--- config.mk ---
export PLATFORM = sky130hd
export DESIGN_NAME = transceiver_tx_sequencer
export DESIGN_NICKNAME = d
export VERILOG_FILES = /design/src/rtl/transceiver_tx_sequencer_pkg.sv /design/src/rtl/transceiver_tx_sequencer_fifo.sv /design/src/rtl/transceiver_tx_sequencer.sv
export SDC_FILE = /design/constraint.sdc
export NUM_CORES = 1
export LEC_CHECK = 0
export ABC_AREA = 1
export ABC_CLOCK_PERIOD_IN_PS = 7210
export CAP_MARGIN = 20
export CORE_MARGIN = 2
export CORE_UTILIZATION = 65
export CTS_CLUSTER_SIZE = 30
export DETAILED_ROUTE_END_ITERATION = 7
export HOLD_SLACK_MARGIN = 0.12
export PLACE_DENSITY = 0.83
export SLEW_MARGIN = 20
export SYNTH_ARGS = -nofsm -noshare
export SYNTH_HDL_FRONTEND = slang
export SYNTH_SLANG_ARGS = --single-unit
export TNS_END_PERCENT = 30
--- constraint.sdc ---
create_clock -name CLK_48MHZ -period 7.21 [get_ports CLK_48MHZ]
set_input_delay 1.8025 -clock CLK_48MHZ [delete_from_list [all_inputs] [get_ports CLK_48MHZ]]
set_output_delay 1.8025 -clock CLK_48MHZ [all_outputs]
set_load 0.005 [all_outputs]
--- src/rtl/transceiver_tx_sequencer_pkg.sv ---
// Shared transceiver definitions: CC1101-style command bytes, chip status
// field location and the TX sequencer state encoding.
package transceiver_tx_sequencer_pkg;

  localparam logic [7:0] CMD_TXBURST = 8'h7F;
  localparam logic [7:0] CMD_STX     = 8'h35;
  localparam logic [7:0] CMD_SFTX    = 8'h3B;

  // Chip status byte: state field in [6:4], 3'b111 means TX FIFO underflow.
  localparam int         STATUS_MSB          = 6;
  localparam int         STATUS_LSB          = 4;
  localparam logic [2:0] STATUS_TX_UNDERFLOW = 3'b111;

  typedef enum logic [2:0] {
    ST_IDLE,
    ST_HDR,
    ST_LEN,
    ST_DATA,
    ST_STRB,
    ST_FLUSH,
    ST_DONE
  } tx_state_e;

endpackage

--- src/rtl/transceiver_tx_sequencer_fifo.sv ---
// Synchronous byte FIFO with combinational head; DEPTH must be a power of 2
// (at least 2). Pushes while full are dropped; pops while empty are ignored.
module tx_byte_fifo #(
  parameter int DEPTH = 64
) (
  input  logic                     clk,
  input  logic                     rst_n,
  input  logic                     push,
  input  logic [7:0]               push_data,
  input  logic                     pop,
  output logic [7:0]               head,
  output logic [$clog2(DEPTH):0]   count,
  output logic                     full
);
  localparam int AW = $clog2(DEPTH);

  logic [7:0]    mem [DEPTH];
  logic [AW-1:0] wr_ptr_q, wr_ptr_d;
  logic [AW-1:0] rd_ptr_q, rd_ptr_d;
  logic [AW:0]   count_q, count_d;
  logic          push_ok;
  logic          pop_ok;

  always_comb begin
    push_ok  = push && (count_q != (AW+1)'(DEPTH));
    pop_ok   = pop && (count_q != '0);
    wr_ptr_d = push_ok ? wr_ptr_q + AW'(1) : wr_ptr_q;
    rd_ptr_d = pop_ok ? rd_ptr_q + AW'(1) : rd_ptr_q;
    count_d  = count_q + (AW+1)'(push_ok) - (AW+1)'(pop_ok);
  end

  always_ff @(posedge clk) begin
    if (!rst_n) begin
      wr_ptr_q <= '0;
      rd_ptr_q <= '0;
      count_q  <= '0;
    end else begin
      wr_ptr_q <= wr_ptr_d;
      rd_ptr_q <= rd_ptr_d;
      count_q  <= count_d;
    end
  end

  // Storage carries no reset so it can map onto distributed RAM.
  always_ff @(posedge clk) begin
    if (push_ok) mem[wr_ptr_q] <= push_data;
  end

  assign head  = mem[rd_ptr_q];
  assign count = count_q;
  assign full  = (count_q == (AW+1)'(DEPTH));

endmodule

--- src/rtl/transceiver_tx_sequencer.sv ---
// Buffers payload bytes and, on send, feeds header/length/payload/STX to the
// SPI byte engine; flushes the chip TX FIFO when the strobe status shows underflow.
module transceiver_tx_sequencer #(
  parameter int         DEPTH       = 64,
  parameter int         MAX_LEN     = 61,
  parameter logic [7:0] CMD_TXBURST = transceiver_tx_sequencer_pkg::CMD_TXBURST,
  parameter logic [7:0] CMD_STX     = transceiver_tx_sequencer_pkg::CMD_STX,
  parameter logic [7:0] CMD_SFTX    = transceiver_tx_sequencer_pkg::CMD_SFTX
) (
  input  logic                   CLK_48MHZ,
  input  logic                   BUF2_PBRST_T9,
  input  logic                   wr_en,
  input  logic [7:0]             wr_data,
  output logic                   full,
  output logic [$clog2(DEPTH):0] count,
  input  logic                   send,
  output logic                   busy,
  output logic                   spi_req,
  output logic [7:0]             spi_tx_byte,
  output logic                   spi_cs_hold,
  input  logic                   spi_ack,
  input  logic [7:0]             spi_rx_byte,
  output logic                   frame_done,
  output logic                   underflow_err
);
  import transceiver_tx_sequencer_pkg::*;

  localparam int CW = $clog2(DEPTH) + 1;

  tx_state_e     state_q, state_d;
  logic          req_q, req_d;
  logic [7:0]    byte_q, byte_d;
  logic          hold_q, hold_d;
  logic [7:0]    len_q, len_d;
  logic [7:0]    rem_q, rem_d;
  logic          err_q, err_d;
  logic          fifo_pop;
  logic [7:0]    fifo_head;
  logic [CW-1:0] fifo_count;
  logic [7:0]    cur_byte;
  logic          cur_hold;
  logic [2:0]    rx_status;
  logic [4:0]    unused_rx_bits;

  assign rx_status      = spi_rx_byte[STATUS_MSB:STATUS_LSB];
  assign unused_rx_bits = {spi_rx_byte[7], spi_rx_byte[3:0]};

  tx_byte_fifo #(.DEPTH(DEPTH)) u_fifo (
    .clk       (CLK_48MHZ),
    .rst_n     (BUF2_PBRST_T9),
    .push      (wr_en),
    .push_data (wr_data),
    .pop       (fifo_pop),
    .head      (fifo_head),
    .count     (fifo_count),
    .full      (full)
  );

  // Byte offered for the current state once the post-ack gap cycle has passed.
  always_comb begin
    cur_byte = CMD_TXBURST;
    cur_hold = 1'b1;
    case (state_q)
      ST_LEN:   cur_byte = len_q;
      ST_DATA: begin
        cur_byte = fifo_head;
        cur_hold = (rem_q != 8'd1);
      end
      ST_STRB: begin
        cur_byte = CMD_STX;
        cur_hold = 1'b0;
      end
      ST_FLUSH: begin
        cur_byte = CMD_SFTX;
        cur_hold = 1'b0;
      end
      default: ;
    endcase
  end

  always_comb begin
    state_d  = state_q;
    req_d    = req_q;
    byte_d   = byte_q;
    hold_d   = hold_q;
    len_d    = len_q;
    rem_d    = rem_q;
    err_d    = err_q;
    fifo_pop = 1'b0;
    case (state_q)
      ST_IDLE: begin
        if (send && (fifo_count != '0)) begin
          // Header goes out straight away so the first request follows send by one cycle.
          state_d = ST_HDR;
          req_d   = 1'b1;
          byte_d  = CMD_TXBURST;
          hold_d  = 1'b1;
          len_d   = (fifo_count > CW'(MAX_LEN)) ? 8'(MAX_LEN) : 8'(fifo_count);
          rem_d   = len_d;
          err_d   = 1'b0;
        end
      end
      ST_DONE: state_d = ST_IDLE;
      default: begin
        if (!req_q) begin
          req_d  = 1'b1;
          byte_d = cur_byte;
          hold_d = cur_hold;
        end else if (spi_ack) begin
          req_d = 1'b0;
          case (state_q)
            ST_HDR: state_d = ST_LEN;
            ST_LEN: state_d = ST_DATA;
            ST_DATA: begin
              fifo_pop = 1'b1;
              rem_d    = rem_q - 8'd1;
              if (rem_q == 8'd1) state_d = ST_STRB;
            end
            ST_STRB: begin
              if (rx_status == STATUS_TX_UNDERFLOW) begin
                state_d = ST_FLUSH;
                err_d   = 1'b1;
              end else begin
                state_d = ST_DONE;
              end
            end
            ST_FLUSH: state_d = ST_DONE;
            default:  state_d = ST_IDLE;
          endcase
        end
      end
    endcase
  end

  always_ff @(posedge CLK_48MHZ) begin
    if (!BUF2_PBRST_T9) begin
      state_q <= ST_IDLE;
      req_q   <= 1'b0;
      byte_q  <= 8'h00;
      hold_q  <= 1'b0;
      len_q   <= 8'h00;
      rem_q   <= 8'h00;
      err_q   <= 1'b0;
    end else begin
      state_q <= state_d;
      req_q   <= req_d;
      byte_q  <= byte_d;
      hold_q  <= hold_d;
      len_q   <= len_d;
      rem_q   <= rem_d;
      err_q   <= err_d;
    end
  end

  assign count         = fifo_count;
  assign busy          = (state_q != ST_IDLE);
  assign frame_done    = (state_q == ST_DONE);
  assign spi_req       = req_q;
  assign spi_tx_byte   = byte_q;
  assign spi_cs_hold   = hold_q;
  assign underflow_err = err_q;

endmodule

==> flow_metrics.py, run 1 <==
metrics = {
    "run_status": {
        "status": "completed",
    },
    "clock_tree": {
        "clock_latency_ps": 600,
        "numCtsBuffers": 54,
        "post_cts_resized": 0,
        "clkTransAtPathRegs_ps": 60,
        "postCtsSetupRepairBufs": 0,
        "cts_hold_buf": 0,
        "cts_tree": "yes",
        "numClockSinks": 566,
        "cts_max_level": 2,
        "root_buffer": "clkbuf_16",
        "cts_buffer_depth": 3,
    },
    "floorplan": {
        "die_h_microns": 195,
        "num_rows": 70,
        "die-area_sq_um": 38100,
        "start_util": 0.654,
        "coreArea_sq_um": 36300,
        "die_x_microns": 195,
        "io_pins": 42,
    },
    "synthesis": {
        "yosysUniqueCellTypes": 39,
        "synth_edf_count": 512,
        "syn_avg_cell_area_sq_um": 11.1,
        "synth_ff_type": "edfxtp_1",
        "synth_area_leaders": "edfxtp_1 65%, nand2_1 11%, nand3_1 9.6%, dfxtp_1 4.5%, nor2_1 1.6%",
        "synthSimpleGateAreaFrac": 0.233,
        "synth_fa_ha_area_frac": 0.0103,
        "synthArstFlopShare": 0,
        "postSynthCellCount": 2148,
        "synth-compound-area-share": 0.0196,
        "synth_nets": 2188,
        "ys_seq_elements": 566,
        "synth_top_family_by_area": "simple AND/OR/NAND/NOR gates",
        "synth_xor_xnor_area_share": 0.00184,
        "synth_top_area_cell": "edfxtp_1",
        "synth.yosys.warnings": 0,
        "yosys-mux-area-fraction": 0,
        "yosysSeqAreaShare": 0.692,
        "yosysTopAreaCellShare": 0.646,
        "syn_area_sq_um": 23800,
    },
    "setup_path": {
        "required_ps": 7430,
        "cp_max_fo": 10,
        "crit_chain": "clkdlybuf4s50_1, nand2_1, inv_1, nand4_1, nor2_1",
        "r2r_start": "u_fifo.count[2]",
        "critPathLaunchType": "input pin",
        "critPathLaunch": "wr_en",
        "crit_slowest_cell": "nor2_1",
        "critPathKind": "input pin to register",
        "critical_path_arrival_ps": 4520,
        "end_kind": "register",
        "slowest_delay_ps": 930,
    },
    "placement": {
        "port_buffers": 36,
        "dp_hpwl_microns": 31400,
        "gp_congestion": 0.880,
    },
    "power": {
        "p_sw_frac": 0.249,
        "switching_power_uw": 1860,
        "p_leak_uw": 0.00934,
        "ir_worst_vdd_mv": 0.262,
        "p_per_area_nw_per_um2": 290,
        "p_seq_frac": 0.501,
        "combPwrFrac": 0.119,
        "clkPwrFrac": 0.380,
        "internal_power_uw": 5630,
    },
    "route": {
        "antenna_left": 0,
        "first_iter_violations": 2346,
        "first_pass_iters": 6,
        "wl_per_cell_microns": 21.2,
        "num_vias": 16300,
        "routed_wl_microns": 56200,
        "via_per_inst": 6.15,
        "drc": 0,
    },
    "layout": {
        "n_antenna_cell": 0,
        "finish.utilization": 0.712,
        "fin_nets": 2182,
        "syn2layout_area_growth_pct": 8.77,
        "fillCellCount": 2372,
        "drive_above_1_share": 0.0613,
    },
    "sta": {
        "finalSetupTns_ps": 0,
        "fin_crit_sh": 0.596,
        "fin_crit_ps": 4300,
        "finalHoldViolations": 0,
        "clock_skew_ps": 9.55,
        "setup_viol": 0,
        "fmax_ghz": 0.233,
        "slew_violations": 0,
        "rsz0062_at_grt": "false",
        "slew_headroom": 0.273,
        "timing.hold.ws_ps": 438,
        "worst_slew_pin_slew_ps": 1090,
    },
    "global_route": {
        "grt_pass1_wl_microns": 85700,
        "grt_use_total": 0.296,
        "antenna_found_initial": 0,
        "grt_max_degree": 154,
        "grt_pass1_vias": 15800,
        "grt_overflow": 0,
    },
    "min_path": {
        "hp-class": "register to register",
        "min_from": "len_q[6]",
    },
    "run": {
        "maxCapViolations": 0,
    },
}
==> metrics by stage <==
step,total power [uW],setup WS [ps],instance area [sq um],std cells
3_3_place_gp,4650,2470,24000,2553
2_1_floorplan,4380,3360,23800,2148
6_report,7490,2910,25900,2653
4_1_cts,7490,2930,25800,2652
5_1_grt,7740,2840,25900,2653
3_5_place_dp,4690,2280,24000,2553
==> Yosys cell counts (17+ instances only) <==
cell type / number
inv_1: 54
nand3_1: 454
ha_1: 18
dfxtp_1: 54
a21oi_1: 44
edfxtp_1: 512
buf_4: 17
buf_2: 59
buf_6: 25
o21ai_0: 29
nand2_1: 706
nor2_1: 102
==> layout by cell type, fill, tap and decap left out, types with 9 or more instances in the layout <==
master / synthesis / routed
edfxtp_1: 512 / 512
clkdlybuf4s50_1: 0 / 28
a21oi_1: 44 / 44
o21ai_0: 29 / 29
inv_1: 54 / 53
nand3_1: 454 / 454
clkinv_2: 0 / 10
clkbuf_16: 0 / 56
dfxtp_1: 54 / 51
ha_1: 18 / 18
buf_4: 17 / 15
clkbuf_1: 8 / 9
nor2_1: 102 / 102
nand2_1: 706 / 706
==> cell type report <==
class                   instances  area [sq um]  area share
inverters                      61           243     0.00938
repair buffers                 53           472      0.0182
multi-input cells            1406          6320       0.244
well taps                     468           586      0.0226
clock buffers                  67          1460      0.0565
flip-flops and latches        566         16500       0.636
clock inverters                32           329      0.0127
==> sequential cells by signal, summed over array words and instances, names as in the netlist, named ones only <==
| signal | count |
|---|---|
| spi_req | 1 |
| u_fifo.rd_ptr_q | 6 |
| u_fifo.wr_ptr_q | 6 |
| underflow_err | 1 |
| spi_tx_byte | 8 |
| u_fifo.count | 7 |
| rem_q | 8 |
| spi_cs_hold | 1 |
| u_fifo.mem | 512 |
| len_q | 7 |
| state_q | 3 |
==> final timing paths <==
path / cells after the start / endpoint / slack, ps
max: 5 / u_fifo.mem[60][2] / 2910
min reg2reg: 2 / len_q[6] / 440
min: 2 / len_q[6] / 440
max reg2reg: 8 / u_fifo.mem[60][2] / 3410
==> worst max-delay path, delay by kind of cell <==
| family | cells | cell delay [ps] |
|---|---|---|
| and+or+nand+nor | 3 | 1990 |
| buffers and inverters | 2 | 710 |
==> routing by layer <==
metal / global-route usage / up-vias / wire (microns)
li1: - / 7437 / -
met1: 0.397 / 7750 / 21300
met2: 0.482 / 969 / 27200
met3: 0.0520 / 167 / 5650
met4: 0.127 / 0 / 2060
met5: 0 / - / 0
==> cells by family (layout without fill, tap and decap cells) <==
group                    count (synthesis)  after routing
AO/OA/AOI/OAI                           88             88
buffers and inverters                  176            213
adder cells (fa/ha/maj)                 19             19
AND/OR/NAND/NOR                       1294           1294
flip-flops                             566            566
XOR/XNOR                                 5              5
==> power groups by stage <==
stage               clock [uW]  combinational, uW  sequential, uW
detailed placement           0                865            3820
finish                    2850                888            3760
CTS                       2860                877            3750
global placement             0                834            3820
floorplan                    0                586            3800
global route              2980                991            3770
Power figures use the tool's default switching activity.
==> run 2: changes to the inputs <==
- ABC_CLOCK_PERIOD_IN_PS: 7210 -> 4300
- CORE_UTILIZATION: 65 -> 62
- PLACE_DENSITY: 0.83 -> 0.79
- clock period: 7.21 -> 4.3 ns (I/O delays scaled with it)
==> run 2 against run 1 <==
Net effect: worst setup slack got worse by 2000 ps; non-clock buffer count increased by 34; first-iteration DRC count increased by 3.1%; sequential cell count unchanged; clock power increased by 68%; count of clock-buffer cells in the layout increased by 2; critical path type is now register to output port; cell count increased by 3.0%; sequential power increased by 67%; utilization decreased by 1.9 points; via count about the same; wire length increased by 2.1%.
==> flow_metrics.py, run 2 (synthesis gave the netlist of run 1 again) <==
metrics = {
    "clock_tree": {
        "cts_buffer_depth": 3,
        "cts_max_level": 2,
        "numClockSinks": 566,
        "cts_hold_buf": 0,
        "cts_tree": "yes",
        "postCtsSetupRepairBufs": 0,
        "clkTransAtPathRegs_ps": 60,
        "post_cts_resized": 0,
        "root_buffer": "clkbuf_16",
        "numCtsBuffers": 55,
        "clock_latency_ps": 610,
    },
    "setup_path": {
        "critPathLaunchType": "register",
        "slowest_delay_ps": 500,
        "end_kind": "output port",
        "crit_chain": "inv_1, ha_1, nor3b_2, nand3_1, inv_1, clkdlybuf4s50_1",
        "critPathKind": "register to output port",
        "required_ps": 3220,
        "critical_path_arrival_ps": 2270,
        "cp_max_fo": 7,
        "crit_slowest_cell": "clkdlybuf4s50_1",
        "cp_common_cell": "inv_1",
    },
    "sta": {
        "timing.hold.ws_ps": 446,
        "finalHoldViolations": 0,
        "setup_viol": 0,
        "finalSetupTns_ps": 0,
        "slew_violations": 0,
        "worst_slew_pin_slew_ps": 1140,
        "fmax_ghz": 0.299,
        "fin_crit_sh": 0.777,
        "clock_skew_ps": 16.4,
        "rsz0062_at_grt": "false",
        "slew_headroom": 0.238,
        "fin_crit_ps": 3340,
    },
    "layout": {
        "layout.cells.non_filler": 2732,
        "largest_reg_flops": 512,
        "layout_commonest_cell": "nand2_1",
        "syn2layout_area_growth_pct": 9.93,
        "mostFrequentLayoutCells": "706 x nand2_1, 512 x edfxtp_1, 454 x nand3_1",
        "post-route-cell-area_sq_um": 26100,
        "finish.utilization": 0.693,
        "fin_nets": 2217,
        "drive_above_1_share": 0.0720,
        "n_antenna_cell": 0,
        "top_register": "u_fifo.mem",
    },
    "placement": {
        "place_area_sq_um": 24400,
        "port_buffers": 36,
        "dp_cells": 2631,
        "gp_congestion": 0.889,
        "dp_hpwl_microns": 34000,
    },
    "power": {
        "ir_worst_vdd_mv": 0.487,
        "p_leak_uw": 0.00949,
        "p_per_area_nw_per_um2": 482,
    },
    "global_route": {
        "grt_max_degree": 109,
        "grt_pass1_wl_microns": 89200,
        "grt_overflow": 0,
        "antenna_found_initial": 0,
        "grt_use_total": 0.297,
        "grt_pass1_vias": 15900,
    },
    "route": {
        "first_pass_iters": 6,
        "num_vias": 16300,
        "antenna_left": 0,
        "first_iter_violations": 2418,
        "routed_wl_microns": 57400,
        "drc": 0,
        "wl_per_cell_microns": 21.0,
        "via_per_inst": 5.98,
    },
    "run_status": {
        "status": "completed",
    },
    "floorplan": {
        "io_pins": 42,
        "coreArea_sq_um": 37800,
        "start_util": 0.630,
        "num_rows": 71,
        "die_h_microns": 200,
        "die-area_sq_um": 39900,
        "die_x_microns": 200,
    },
    "min_path": {
        "hp-class": "register to register",
    },
    "run": {
        "maxCapViolations": 0,
    },
}
## run 2: worst paths after layout
check,start,end,slack (ps),depth (start not counted)
worst min-delay path,len_q[6],len_q[6],450,2
worst max register to register,u_fifo.count[2],u_fifo.mem[25][4],1040,9
worst max-delay path,u_fifo.count[2],full,960,6
worst min register to register,len_q[6],len_q[6],450,2
## run 2: area by class of cell
class | count | area (sq um)
Tap cell | 511 | 639
Fill cell | 2594 | 11600
Inverter | 61 | 244
Timing Repair Buffer | 87 | 727
Sequential cell | 566 | 16500
Multi-Input combinational cell | 1406 | 6310
Clock buffer | 69 | 1430
Clock inverter | 32 | 332
## run 2: report_power, final
group / total (uW) / switching, uW / internal (uW) / leakage, uW
registers: 6290 / 141 / 6150 / 0.00505
logic: 1530 / 998 / 527 / 0.00358
clock network: 4780 / 2010 / 2770 / 0.000865
total: 12600 / 3150 / 9440 / 0.00949
## run 2: per-stage QoR
stage          power [uW]  setup slack [ps]
2_1_floorplan        7350              1170
3_3_place_gp         7850               342
3_5_place_dp         7900               409
4_1_cts             12600               936
5_1_grt             13000               763
6_report            12600               959
## run 2: metal layers
layer,global-route usage,up-vias,wire length [microns]
li1,-,7508,-
met1,0.420,7768,22800
met2,0.466,921,27000
met3,0.0511,135,5630
met4,0.118,0,2010
met5,0,-,0
## run 2: worst max-delay path, delay by kind of cell, from the launching register on
kind                     cells  cell delay, ps
adder cells (fa/ha/maj)      1             170
buffers and inverters        3             740
flip-flops                   1             380
AND/OR/NAND/NOR              2             370
==> run 3: changes to the inputs <==
- ABC_CLOCK_PERIOD_IN_PS: 4300 -> 2900
- CORE_UTILIZATION: 62 -> 56
- PLACE_DENSITY: 0.79 -> 0.76
- clock period: 4.3 -> 2.9 ns (I/O delays scaled with it)
==> run 3 against run 2 <==
Net effect: via count is 1.8% higher; count of clock-buffer cells in the layout is 8 higher; clock power is 52% higher; first-iteration DRC count is 17% lower; sequential cell count stayed put; critical path type unchanged.
==> flow_metrics.py, run 3 (synthesis gave the netlist of run 1 again) <==
metrics = {
    "route": {
        "routed_wl_microns": 57700,
        "drc": 0,
        "via_per_inst": 5.85,
        "first_pass_iters": 6,
        "num_vias": 16600,
        "wl_per_cell_microns": 20.3,
        "antenna_left": 0,
        "first_iter_violations": 1998,
    },
    "run_status": {
        "status": "completed",
    },
    "global_route": {
        "grt_overflow": 0,
        "grt_pass1_vias": 16300,
        "antenna_found_initial": 0,
        "grt_use_total": 0.265,
        "grt_max_degree": 97,
        "grt_pass1_wl_microns": 89700,
    },
    "power": {
        "clkPwrFrac": 0.382,
        "combPwrFrac": 0.131,
        "finalPower_uw": 19000,
        "ir_worst_vdd_mv": 0.779,
        "p_per_area_nw_per_um2": 704,
        "switching_power_uw": 4680,
        "p_leak_uw": 0.00999,
        "internal_power_uw": 14400,
        "p_sw_frac": 0.246,
        "p_seq_frac": 0.487,
    },
    "setup_path": {
        "critPathLaunchType": "register",
        "required_ps": 2170,
        "end_kind": "output port",
        "critPathKind": "register to output port",
        "cp_max_fo": 13,
        "critical_path_arrival_ps": 2030,
    },
    "sta": {
        "slew_violations": 0,
        "fin_crit_ps": 2750,
        "fin_crit_sh": 0.949,
        "worst_slew_pin_slew_ps": 817,
        "fmax_ghz": 0.363,
        "timing.hold.ws_ps": 442,
        "slew_headroom": 0.455,
        "finalHoldViolations": 0,
        "rsz0062_at_grt": "true",
        "setup_viol": 0,
        "clock_skew_ps": 21.5,
        "finalSetupTns_ps": 0,
    },
    "clock_tree": {
        "numCtsBuffers": 56,
        "cts_buffer_depth": 3,
        "clkTransAtPathRegs_ps": 60,
        "cts_hold_buf": 0,
        "clock_latency_ps": 610,
        "cts_tree": "yes",
        "root_buffer": "clkbuf_16",
        "numClockSinks": 566,
        "cts_max_level": 2,
    },
    "floorplan": {
        "die_x_microns": 210,
        "start_util": 0.567,
        "num_rows": 75,
        "die-area_sq_um": 44100,
        "io_pins": 42,
        "coreArea_sq_um": 41900,
        "die_h_microns": 210,
    },
    "layout": {
        "n_antenna_cell": 0,
        "largest_reg_flops": 512,
        "post-route-cell-area_sq_um": 27100,
        "top_register": "u_fifo.mem",
        "syn2layout_area_growth_pct": 13.8,
        "fin_nets": 2297,
        "drive_above_1_share": 0.110,
        "mostFrequentLayoutCells": "705 x nand2_1, 512 x edfxtp_1, 454 x nand3_1",
        "layout_commonest_cell": "nand2_1",
    },
    "placement": {
        "gp_congestion": 0.981,
        "dp_hpwl_microns": 35200,
        "place_area_sq_um": 25200,
        "port_buffers": 36,
    },
    "min_path": {
        "hp-class": "register to register",
    },
    "run": {
        "maxCapViolations": 0,
    },
}
## run 3: changes by cell type in the layout (fill, tap and decap cells not counted), sizes merged
| cell | before | now |
|---|---|---|
| buf | 59 | 138 |
| clkinv | 22 | 14 |
| clkbuf | 69 | 77 |
| inv | 64 | 63 |
| clkinvlp | 0 | 2 |
## run 3: critical path, cell delays in order (launching register included)
cell,delay [ps]
dfxtp_1,460
nor2_1,120
nand2_2,280
clkdlybuf4s50_1,570
## run 3: timing repair
action | in CTS | in global routing
buffers inserted | 0 | 3
setup endpoints to repair | 0 | 1
resized for setup | 0 | 15
## run 3: final cells by class
class / count / area [sq um]
clock inverter: 25 / 305
timing repair buffer: 166 / 1500
fill: 3026 / 14900
sequential: 566 / 16500
clock buffer: 77 / 1530
tap: 539 / 674
inverter: 61 / 241
multi-input combinational: 1406 / 6330
## run 3: power by group through the flow
stage / combinational [uW] / clock [uW] / sequential [uW]
3_3_place_gp: 2340 / 0 / 9420
3_5_place_dp: 2400 / 0 / 9420
6_report: 2490 / 7280 / 9270
4_1_cts: 2420 / 7340 / 9260
5_1_grt: 2770 / 7680 / 9290
2_1_floorplan: 1460 / 0 / 9440
## run 3: worst paths after layout
check | from | endpoint | slack (ps) | depth (start not counted)
setup / recovery | state_q[2] | busy | 150 | 3
hold / removal | len_q[6] | len_q[6] | 440 | 2
setup reg to reg | u_fifo.count[3] | u_fifo.count[6] | 190 | 20
hold reg to reg | len_q[6] | len_q[6] | 440 | 2
## run 3: metrics by stage
stage,setup slack [ps],std cells,utilization
floorplan,125,2148,-
global placement,-481,2735,0.600
detailed placement,-469,2735,0.600
CTS,65.0,2837,0.644
global route,-46.4,2840,0.645
finish,148,2840,0.645
## run 3: layer usage
metal,GRT usage,wire [microns],up-vias
li1,-,-,7666
met1,0.362,23100,7892
met2,0.426,27300,915
met3,0.0380,4960,155
met4,0.121,2420,0
met5,0,0,-
